<file path="src/rtl/fpu_mc_pkg.sv">
// Shared types and latency helpers for the multi-cycle FPU issue/completion scheduler.
package fpu_mc_pkg;

    typedef enum logic [1:0] {
        OP_FMUL  = 2'd0,
        OP_FDIV  = 2'd1,
        OP_FSQRT = 2'd2,
        OP_RSVD  = 2'd3
    } op_e;

    localparam int LAT_MUL_D  = 2;
    localparam int LAT_DIV_D  = 8;
    localparam int LAT_SQRT_D = 5;

    // One writeback-port reservation: the result is sampled when the entry reaches index 0.
    typedef struct packed {
        logic       valid;
        logic [1:0] op;
        logic [4:0] rd;
        logic       fmode;
    } res_entry_t;

    function automatic int lat_of(logic [1:0] op, int lat_mul, int lat_div, int lat_sqrt);
        case (op)
            OP_FMUL:  lat_of = lat_mul;
            OP_FDIV:  lat_of = lat_div;
            OP_FSQRT: lat_of = lat_sqrt;
            default:  lat_of = 0;
        endcase
    endfunction

    function automatic int max3(int a, int b, int c);
        int m;
        m = (a > b) ? a : b;
        max3 = (m > c) ? m : c;
    endfunction

    localparam int LMAX = max3(LAT_MUL_D, LAT_DIV_D, LAT_SQRT_D);

endpackage

</file>
<file path="src/rtl/fpu_mc_scoreboard.sv">
// Destination-register busy bits for the int (fmode=0) and float (fmode=1) files,
// with query masking so a consumer can bypass from the writeback in the same cycle.
module fpu_mc_scoreboard
    import fpu_mc_pkg::*;
#(
    parameter int NREG = 32
) (
    input  logic       clk,
    input  logic       rst,
    input  logic       set_en,
    input  logic [4:0] set_rd,
    input  logic       set_fmode,
    input  logic       clr_en,
    input  logic [4:0] clr_rd,
    input  logic       clr_fmode,
    input  logic [4:0] q_rs,
    input  logic       q_fm1,
    input  logic [4:0] q_rt,
    input  logic       q_fm2,
    input  logic [4:0] q_rd,
    input  logic       q_fm3,
    output logic       hazard,
    output logic       rd_busy
);

    logic [1:0][NREG-1:0] busy;

    function automatic logic pending(logic [1:0][NREG-1:0] b, logic [4:0] rd, logic fm,
                                     logic w_en, logic [4:0] w_rd, logic w_fm);
        pending = b[fm][rd] && !(fm == 1'b0 && rd == 5'd0) &&
                  !(w_en && w_rd == rd && w_fm == fm);
    endfunction

    // The set is the later assignment, so it wins over a clear of the same bit.
    always_ff @(posedge clk) begin
        if (rst) begin
            busy <= '0;
        end else begin
            if (clr_en)
                busy[clr_fmode][clr_rd] <= 1'b0;
            if (set_en && !(set_fmode == 1'b0 && set_rd == 5'd0))
                busy[set_fmode][set_rd] <= 1'b1;
        end
    end

    assign hazard  = pending(busy, q_rs, q_fm1, clr_en, clr_rd, clr_fmode) |
                     pending(busy, q_rt, q_fm2, clr_en, clr_rd, clr_fmode);
    assign rd_busy = pending(busy, q_rd, q_fm3, clr_en, clr_rd, clr_fmode);

endmodule

</file>
<file path="src/rtl/fpu_mc_sched.sv">
// Issue/completion scheduler for pipelined FMUL/FDIV/FSQRT units sharing one writeback port.
// Valid/ready: an op is issued in a cycle where in_valid & in_ready; in_valid must not depend on in_ready.
module fpu_mc_sched
    import fpu_mc_pkg::*;
#(
    parameter int DW       = 32,
    parameter int LAT_MUL  = LAT_MUL_D,
    parameter int LAT_DIV  = LAT_DIV_D,
    parameter int LAT_SQRT = LAT_SQRT_D,
    parameter int NREG     = 32
) (
    input  logic          clk,
    input  logic          rst,
    input  logic          in_valid,
    output logic          in_ready,
    input  logic [1:0]    in_op,
    input  logic [4:0]    in_rd,
    input  logic          in_fmode,
    input  logic [DW-1:0] in_a,
    input  logic [DW-1:0] in_b,
    output logic          mul_start,
    output logic          div_start,
    output logic          sqrt_start,
    output logic [DW-1:0] fu_a,
    output logic [DW-1:0] fu_b,
    input  logic [DW-1:0] mul_res,
    input  logic [DW-1:0] div_res,
    input  logic [DW-1:0] sqrt_res,
    output logic          wb_valid,
    output logic [4:0]    wb_rd,
    output logic          wb_fmode,
    output logic [DW-1:0] wb_data,
    input  logic [4:0]    q_rs,
    input  logic [4:0]    q_rt,
    input  logic          q_fm1,
    input  logic          q_fm2,
    output logic          hazard,
    output logic          idle
);

    localparam int DEPTH = max3(LAT_MUL, LAT_DIV, LAT_SQRT);

    res_entry_t [DEPTH-1:0] tbl;
    res_entry_t [DEPTH-1:0] tbl_nxt;
    res_entry_t             new_entry;
    int                     lat;
    logic                   slot_busy;
    logic                   any_valid;
    logic                   dest_busy;
    logic                   accept;
    logic [DW-1:0]          res_sel;

    // Index k holds the op whose result is sampled k cycles from now.
    always_comb begin
        lat       = lat_of(in_op, LAT_MUL, LAT_DIV, LAT_SQRT);
        slot_busy = 1'b0;
        any_valid = 1'b0;
        for (int k = 0; k < DEPTH; k++) begin
            if (k == lat && tbl[k].valid)
                slot_busy = 1'b1;
            if (tbl[k].valid)
                any_valid = 1'b1;
        end
    end

    assign in_ready   = ~rst & (in_op != OP_RSVD) & ~slot_busy & ~dest_busy;
    assign accept     = in_valid & in_ready;
    assign mul_start  = accept & (in_op == OP_FMUL);
    assign div_start  = accept & (in_op == OP_FDIV);
    assign sqrt_start = accept & (in_op == OP_FSQRT);
    assign fu_a       = in_a;
    assign fu_b       = in_b;

    assign new_entry = '{valid: 1'b1, op: in_op, rd: in_rd, fmode: in_fmode};

    always_comb begin
        tbl_nxt = tbl >> $bits(res_entry_t);
        for (int k = 0; k < DEPTH; k++) begin
            if (accept && k == lat - 1)
                tbl_nxt[k] = new_entry;
        end
    end

    always_comb begin
        case (tbl[0].op)
            OP_FDIV:  res_sel = div_res;
            OP_FSQRT: res_sel = sqrt_res;
            default:  res_sel = mul_res;
        endcase
    end

    always_ff @(posedge clk) begin
        if (rst) begin
            tbl      <= '0;
            wb_valid <= 1'b0;
            wb_rd    <= '0;
            wb_fmode <= 1'b0;
            wb_data  <= '0;
        end else begin
            tbl      <= tbl_nxt;
            wb_valid <= tbl[0].valid;
            if (tbl[0].valid) begin
                wb_rd    <= tbl[0].rd;
                wb_fmode <= tbl[0].fmode;
                wb_data  <= res_sel;
            end
        end
    end

    assign idle = ~any_valid & ~wb_valid;

    fpu_mc_scoreboard #(.NREG(NREG)) u_sb (
        .clk       (clk),
        .rst       (rst),
        .set_en    (accept),
        .set_rd    (in_rd),
        .set_fmode (in_fmode),
        .clr_en    (wb_valid),
        .clr_rd    (wb_rd),
        .clr_fmode (wb_fmode),
        .q_rs      (q_rs),
        .q_fm1     (q_fm1),
        .q_rt      (q_rt),
        .q_fm2     (q_fm2),
        .q_rd      (in_rd),
        .q_fm3     (in_fmode),
        .hazard    (hazard),
        .rd_busy   (dest_busy)
    );

endmodule
</file>
<file path="config.mk">
export PLATFORM = sky130hd
export DESIGN_NAME = fpu_mc_sched
export DESIGN_NICKNAME = d
export VERILOG_FILES = /design/src/rtl/fpu_mc_pkg.sv /design/src/rtl/fpu_mc_scoreboard.sv /design/src/rtl/fpu_mc_sched.sv
export SDC_FILE = /design/constraint.sdc
export NUM_CORES = 1
export LEC_CHECK = 0
export ABC_AREA = 1
export BUFFER_PORTS_ARGS = -buffer_cell sky130_fd_sc_hd__buf_2
export CAP_MARGIN = 20
export CELL_PAD_IN_SITES_DETAIL_PLACEMENT = 1
export CELL_PAD_IN_SITES_GLOBAL_PLACEMENT = 2
export CORE_ASPECT_RATIO = 2
export CORE_MARGIN = 1
export CORE_UTILIZATION = 30
export CTS_CLUSTER_DIAMETER = 150
export DETAILED_ROUTE_END_ITERATION = 16
export GPL_ROUTABILITY_DRIVEN = 0
export MAX_ROUTING_LAYER = met4
export PLACE_DENSITY = 0.88
export SYNTH_ARGS = -nofsm -noshare
export SYNTH_HDL_FRONTEND = slang
export SYNTH_HIERARCHICAL = 1
export SYNTH_SLANG_ARGS = --single-unit
</file>
<file path="constraint.sdc">
create_clock -name clk -period 6.6 [get_ports clk]
set_input_delay 1.32 -clock clk [delete_from_list [all_inputs] [get_ports clk]]
set_output_delay 1.32 -clock clk [all_outputs]
set_load 0.1 [all_outputs]
</file>
# Word-level counts from Yosys, hierarchy flattened
# Cells that the tools add are included.
[word_totals]
regBits = 175
out_inout_bits = 109
elab_cells = 195
[op_classes]
add_sub_neg = 1
n_lt_le_gt_ge = 12
n_eq_ne = 25
n_mux = 49
n_bitwise = 21
n_reduce_logical = 49
[ops]
columns = ["op", "n"]
rows = [
  ["$eq A4 B32 Y1 const A", 8],
  ["$mux W32", 8],
  ["$mux W64", 3],
  ["$eq A3 B32 Y1 const A", 4],
  ["$mux W9", 8],
  ["$and A64 B64 Y64", 1],
  ["$demux W32 S1", 2],
  ["$eq A2 B32 Y1 const A", 2],
  ["$logic_not A32 Y1", 2],
  ["$not A64 Y64", 1],
  ["$or A64 B64 Y64", 1],
  ["$pmux W32 S2", 1],
  ["$logic_and A1 B1 Y1", 36],
  ["$sub A32 B2 Y32 const B", 1],
  ["$lt A5 B6 Y1 const B", 4],
  ["$mux W1", 21],
  ["$bmux W1 S5", 3],
  ["$eq A5 B5 Y1", 3],
  ["$logic_not A5 Y1", 3],
  ["$pmux W4 S3", 1],
  ["$demux W1 S5", 2],
  ["$ge A5 B1 Y1 const B", 2],
  ["$not A1 Y1", 9],
  ["$and A1 B1 Y1", 8],
  ["other kinds (10)", 23],
]

# Logic depth before layout (Yosys ltp)
[depth]
ltp_word = 19
mapped_depth = 23

# Hierarchy
# The synthesis kept the hierarchy.
[by_module_without_submodules]
columns = ["mod", "instances", "cells_per_inst", "area_per_inst_um2"]
rows = [
  ["fpu_mc_scoreboard", 1, 942, 5176.2],
  ["fpu_mc_sched", 1, 671, 5137.4],
]

# Worst setup path after synthesis
# Ideal clock, no wire load.
[synth_path]
path_kind = "input-to-output"
from = "input port in_fmode"
to = "output port div_start"
arrival_ns = 3.947
required_ns = 5.280
setup_slack_ns = 1.333
stages = 15
path_buffers = 2
cell_sequence = "buf_4 -> buf_4 -> nand2_1 -> nand3_1 -> nand3_1 -> nand2_1 -> nor2_1 -> nand2_1 -> nand3_1 -> a21oi_1 -> inv_1 -> nand3_1 -> a21oi_2 -> nand3_4 -> nor2_1"
[synth_via]
elab_chain_cells = 10
[synth_lines]
columns = ["item", "line_no", "source"]
rows = [
  ["start, declared", "fpu_mc_sched.sv:18", "input logic in_fmode,"],
  ["$mux W32 (not written as such) (2 in a row)", "fpu_mc_scoreboard.sv:30", "pending = b[fm][rd] && !(fm == 1'b0 && rd == 5'd0) &&"],
  ["$bmux W1 S5", "fpu_mc_scoreboard.sv:30", ""],
  ["$mux W1 (not written as such)", "fpu_mc_scoreboard.sv:30", ""],
  ["$logic_and A1 B1 Y1", "fpu_mc_scoreboard.sv:30", ""],
  ["$logic_and A1 B1 Y1 *", "fpu_mc_scoreboard.sv:30", ""],
  ["via dest_busy", "fpu_mc_sched.sv:49", "logic dest_busy;"],
  ["$not A1 Y1 *", "fpu_mc_sched.sv:66", "assign in_ready = ~rst & (in_op != OP_RSVD) & ~slot_busy & ~dest_busy;"],
  ["$and A1 B1 Y1 *", "fpu_mc_sched.sv:66", ""],
  ["$and A1 B1 Y1 *", "fpu_mc_sched.sv:67", "assign accept = in_valid & in_ready;"],
  ["$and A1 B1 Y1 *", "fpu_mc_sched.sv:69", "assign div_start = accept & (in_op == OP_FDIV);"],
  ["end, declared", "fpu_mc_sched.sv:22", "output logic div_start,"],
]
# Mark *: on every way through the listed nets, which the timed path passes. The rest lies on a longest branch. The select of a mux whose other input is x is not followed.

# Worst setup path after layout
# Ends and elaborated chain as after synthesis.

==> results.tsv <==
stage	metric	value	unit
yosys	yosysSeqAreaShare	0.3397	
worst_setup_path	cp-start-kind	input port	
route	dr_total_vias	11160	
clocking	clock_tree.buffer_depth	2	
yosys	cell_area_after_synthesis	10310	um2
route	first_pass_iters	4	
worst_setup_path	path_buf_inv	4	
global_routing	antenna_found_initial	1	
clocking	cts_hold_buf	0	
clocking	clock_latency	0.44	ns
worst_setup_path	start_of_the_worst_register_to_register_path	wb_rd[4]$_SDFFE_PP0P_	
layout	flow.area_growth_from_synthesis	11.26	%
worst_hold_path	hold_start	tbl[39]$_SDFF_PP0_	
clocking	cts_tree	built	
die	core	33760	um2
route	drt-initial-drc-count	616	
yosys	count_of_flip_flops_with_a_built_in_enable_after_synthesis	0	
layout	final_cell_mix	421 x nand2_1, 190 x nor2_1, 175 x dfxtp_1, 165 x a21oi_1, 163 x buf_2	
die	initial_core_util	0.3055	
worst_setup_path	crit_slowest_cell	buf_2	
worst_hold_path	hold-path-cell-count	2	
worst_setup_path	path_class	input port to output port	
sta	fin_crit	5.369	ns
yosys	yosys_warnings	6	
clocking	cts_sink_count	175	
sta	report.final.slew_viol_count	0	
yosys	synth-seq-cells	175	
sta	finalClockSkew	0.01769	ns
worst_hold_path	hold_path_class	register to register	
yosys	synthDistinctLibCells	36	
clocking	htreeDepth	4	
sta	setup_viol_count_final	0	
yosys	synth_top_flop_cell	dfxtp_1	
global_routing	grt_use_total	0.2493	
worst_setup_path	worst-path-max-fanout	22	
power	power.density_cell_area	211.3	nW/um2
clocking	cts_buffers	17	
clocking	post_cts_buffers	0	
route	wire_per_inst	20.19	um
die	die_height	264.2	um
power	ir_drop	0.1369	mV
worst_setup_path	worstSetupEndpointType	output port	
worst_hold_path	min_delay_worst_endpoint	tbl[30]$_SDFF_PP0_	
sta	final_hold_viol_count	0	
global_routing	pin_count_of_the_biggest_net_entering_global_routing	98	
worst_setup_path	cp_slowest_stage_delay	0.43	ns
layout	mostFrequentLayoutCell	nand2_1	
die	dieArea	35170	um2
worst_setup_path	setup.reg_to_reg.worst_slack	2.89	ns
yosys	synth_async_sr_flop_share	0	
die	number_of_placement_rows	95	
power	leakagePower	4.880	nW
worst_setup_path	critical_path_arrival	4.05	ns
route	ant_nets	0	
route	remaining_drc_errors	0	
sta	final.setup.tns	0	ns
worst_setup_path	crit_chain	buf_2 -> inv_2 -> nand2_1 -> nand3_1 -> nand3_1 -> nand2_1 -> nor2_1 -> nand2_1 -> nand3_1 -> a21oi_1 -> inv_1 -> nand3_1 -> a21oi_2 -> nand3_4 -> nor2_1 -> buf_2	
worst_setup_path	crit_family	buffers and inverters	
worst_setup_path	worst-r2r-cell-count	15	
global_routing	via_count_of_the_first_global_routing_pass	11890	
route	routed_via_density	5.304	
worst_setup_path	worst-endpoint-required	5.28	ns
global_routing	globalRoute.totalOverflow	0	
place	port-buffer-count	163	
clocking	clk_pin_slew_worst_paths	0.08	ns
worst_setup_path	crit_top_cell	nand3_1	
die	die_x	133.1	um
sta	timing.slew.headroom	0.2820	
layout	share_of_cells_above_drive_strength_1	0.1428	
place	dp_hpwl	31870	um
sta	f_max	186.3	MHz
place	placed_cells_incl_taps	2069	
clocking	cts_resized	0	
sta	grt_setup_unrepaired	false	
yosys	syn-num-nets	1806	
yosys	synth.top_cells.by_area	dfxtp_1 34%, nand2_1 15%, a21oi_1 8.0%	
route	route.final.wire_length	42480	um
sta	worst_slew_pin_slew	1.073	ns
run	cap_violations	0	
layout	fillers	4475	
layout	nets	1847	
die	io_pins	292	
clocking	cts-root-buf	clkbuf_16	
outcome	result_of_the_run	completed	
layout	final_cell_count_no_fill	2104	
worst_setup_path	regToRegEndpoint	u_sb/busy[43]$_SDFF_PP0_	
yosys	syn_inst	1613	
global_routing	wire_length_of_the_first_global_routing_pass	65360	um
yosys	synth_top_area_frac	0.3397	
sta	tcrit_tclk_final	0.8134	
yosys	synth_area_per_cell	6.394	um2
yosys	synth_largest_area_cell	dfxtp_1	
## metrics by stage
step	utilization	setup slack, ns	total power, mW	hold WS (ns)	cell area (um2)
floorplan	-	1.333	1.489	0.3883	10310
global placement	0.3207	1.353	1.409	0.3902	10830
detailed placement	0.3207	1.262	1.414	0.4009	10830
CTS	0.3386	1.254	2.450	0.4102	11430
global route	0.3399	1.046	2.521	0.4220	11470
finish	0.3399	1.231	2.425	0.4037	11470
## routing by layer
metal	up-vias	track usage	wire, um
met3	158	0.03992	1759
met4	0	0.1588	2673
met5	-	-	0
li1	5263	-	-
met1	5403	0.2431	15430
met2	335	0.4527	22620
## power breakdown
group / switching, mW / internal (mW)
Clock: 0.484 / 0.550
Combinational: 0.233 / 0.0865
Sequential: 0.00661 / 1.06
Total: 0.724 / 1.70
## how the worst max path moves through the flow
| stage | startpoint | to | slack [ns] | cells past startpoint |
|---|---|---|---|---|
| 6_report | in_fmode | div_start | 1.23 | 16 |
| 5_1_grt | in_fmode | div_start | 1.05 | 16 |
| 4_1_cts | in_fmode | div_start | 1.25 | 16 |
| 3_5_place_dp | in_fmode | div_start | 1.26 | 16 |
| 3_3_place_gp | in_fmode | sqrt_start | 1.35 | 16 |
| 2_1_floorplan | in_fmode | div_start | 1.33 | 15 |
## layout make-up
cell class / instances / area, um2 / area share
Inverter: 132 / 498.0 / 0.04340
Timing Repair Buffer: 179 / 963.4 / 0.08396
Clock buffer: 18 / 439.2 / 0.03827
Clock inverter: 14 / 165.2 / 0.01439
Tap cell: 436 / 545.5 / 0.04754
Sequential cell: 175 / 3503 / 0.3053
Multi-Input combinational cell: 1149 / 5358 / 0.4669
Antenna cell: 1 / 2.502 / 0.0002181
## cell usage after synthesis, types with 2 or more instances
library cell,number
nor2_4,5
buf_6,7
nor4_1,2
a21oi_1,165
inv_2,12
nor2_1,190
dfxtp_1,175
o21ai_0,106
inv_1,119
nand4_1,2
nand2_2,3
buf_4,74
buf_1,4
o211ai_1,22
nand2_1,421
clkbuf_1,44
ha_1,10
nor3_1,13
a22o_1,32
o21ai_1,10
nand3_1,151
nor3_2,2
buf_2,28
o22ai_1,3
a211oi_1,2
## worst register-to-register path: stages (launching register included)
cell      delay (ns)
dfxtp_1         0.76
inv_1           0.40
a221oi_1        0.42
nand3_1         0.13
nand2_1         0.08
a21oi_1         0.08
nor2_1          0.12
nand2_1         0.06
nor2_1          0.09
nand3_1         0.14
nor2_4          0.24
nand2_1         0.08
inv_1           0.43
buf_4           0.35
nand2_1         0.09
a21oi_1         0.16
## state kept, by name, summed over array words and instances (netlist names)
| register | cells |
|---|---|
| tbl | 72 |
| u_sb/busy | 64 |
| wb_data | 32 |
| wb_rd | 5 |
| wb_fmode | 1 |
| wb_valid | 1 |
## logic make-up (layout without fill, tap and decap cells)
family / count (synthesis) / after routing / synth area share
compound gates: 345 / 345 / 0.1867
buf+inv: 289 / 343 / 0.1408
xor+xnor: 2 / 2 / 0.001699
flops: 175 / 175 / 0.3397
simple gates: 792 / 792 / 0.3189
other cells: 0 / 1 / 0
fa+ha+maj: 10 / 10 / 0.01213
(Power assumes the default switching activity.)
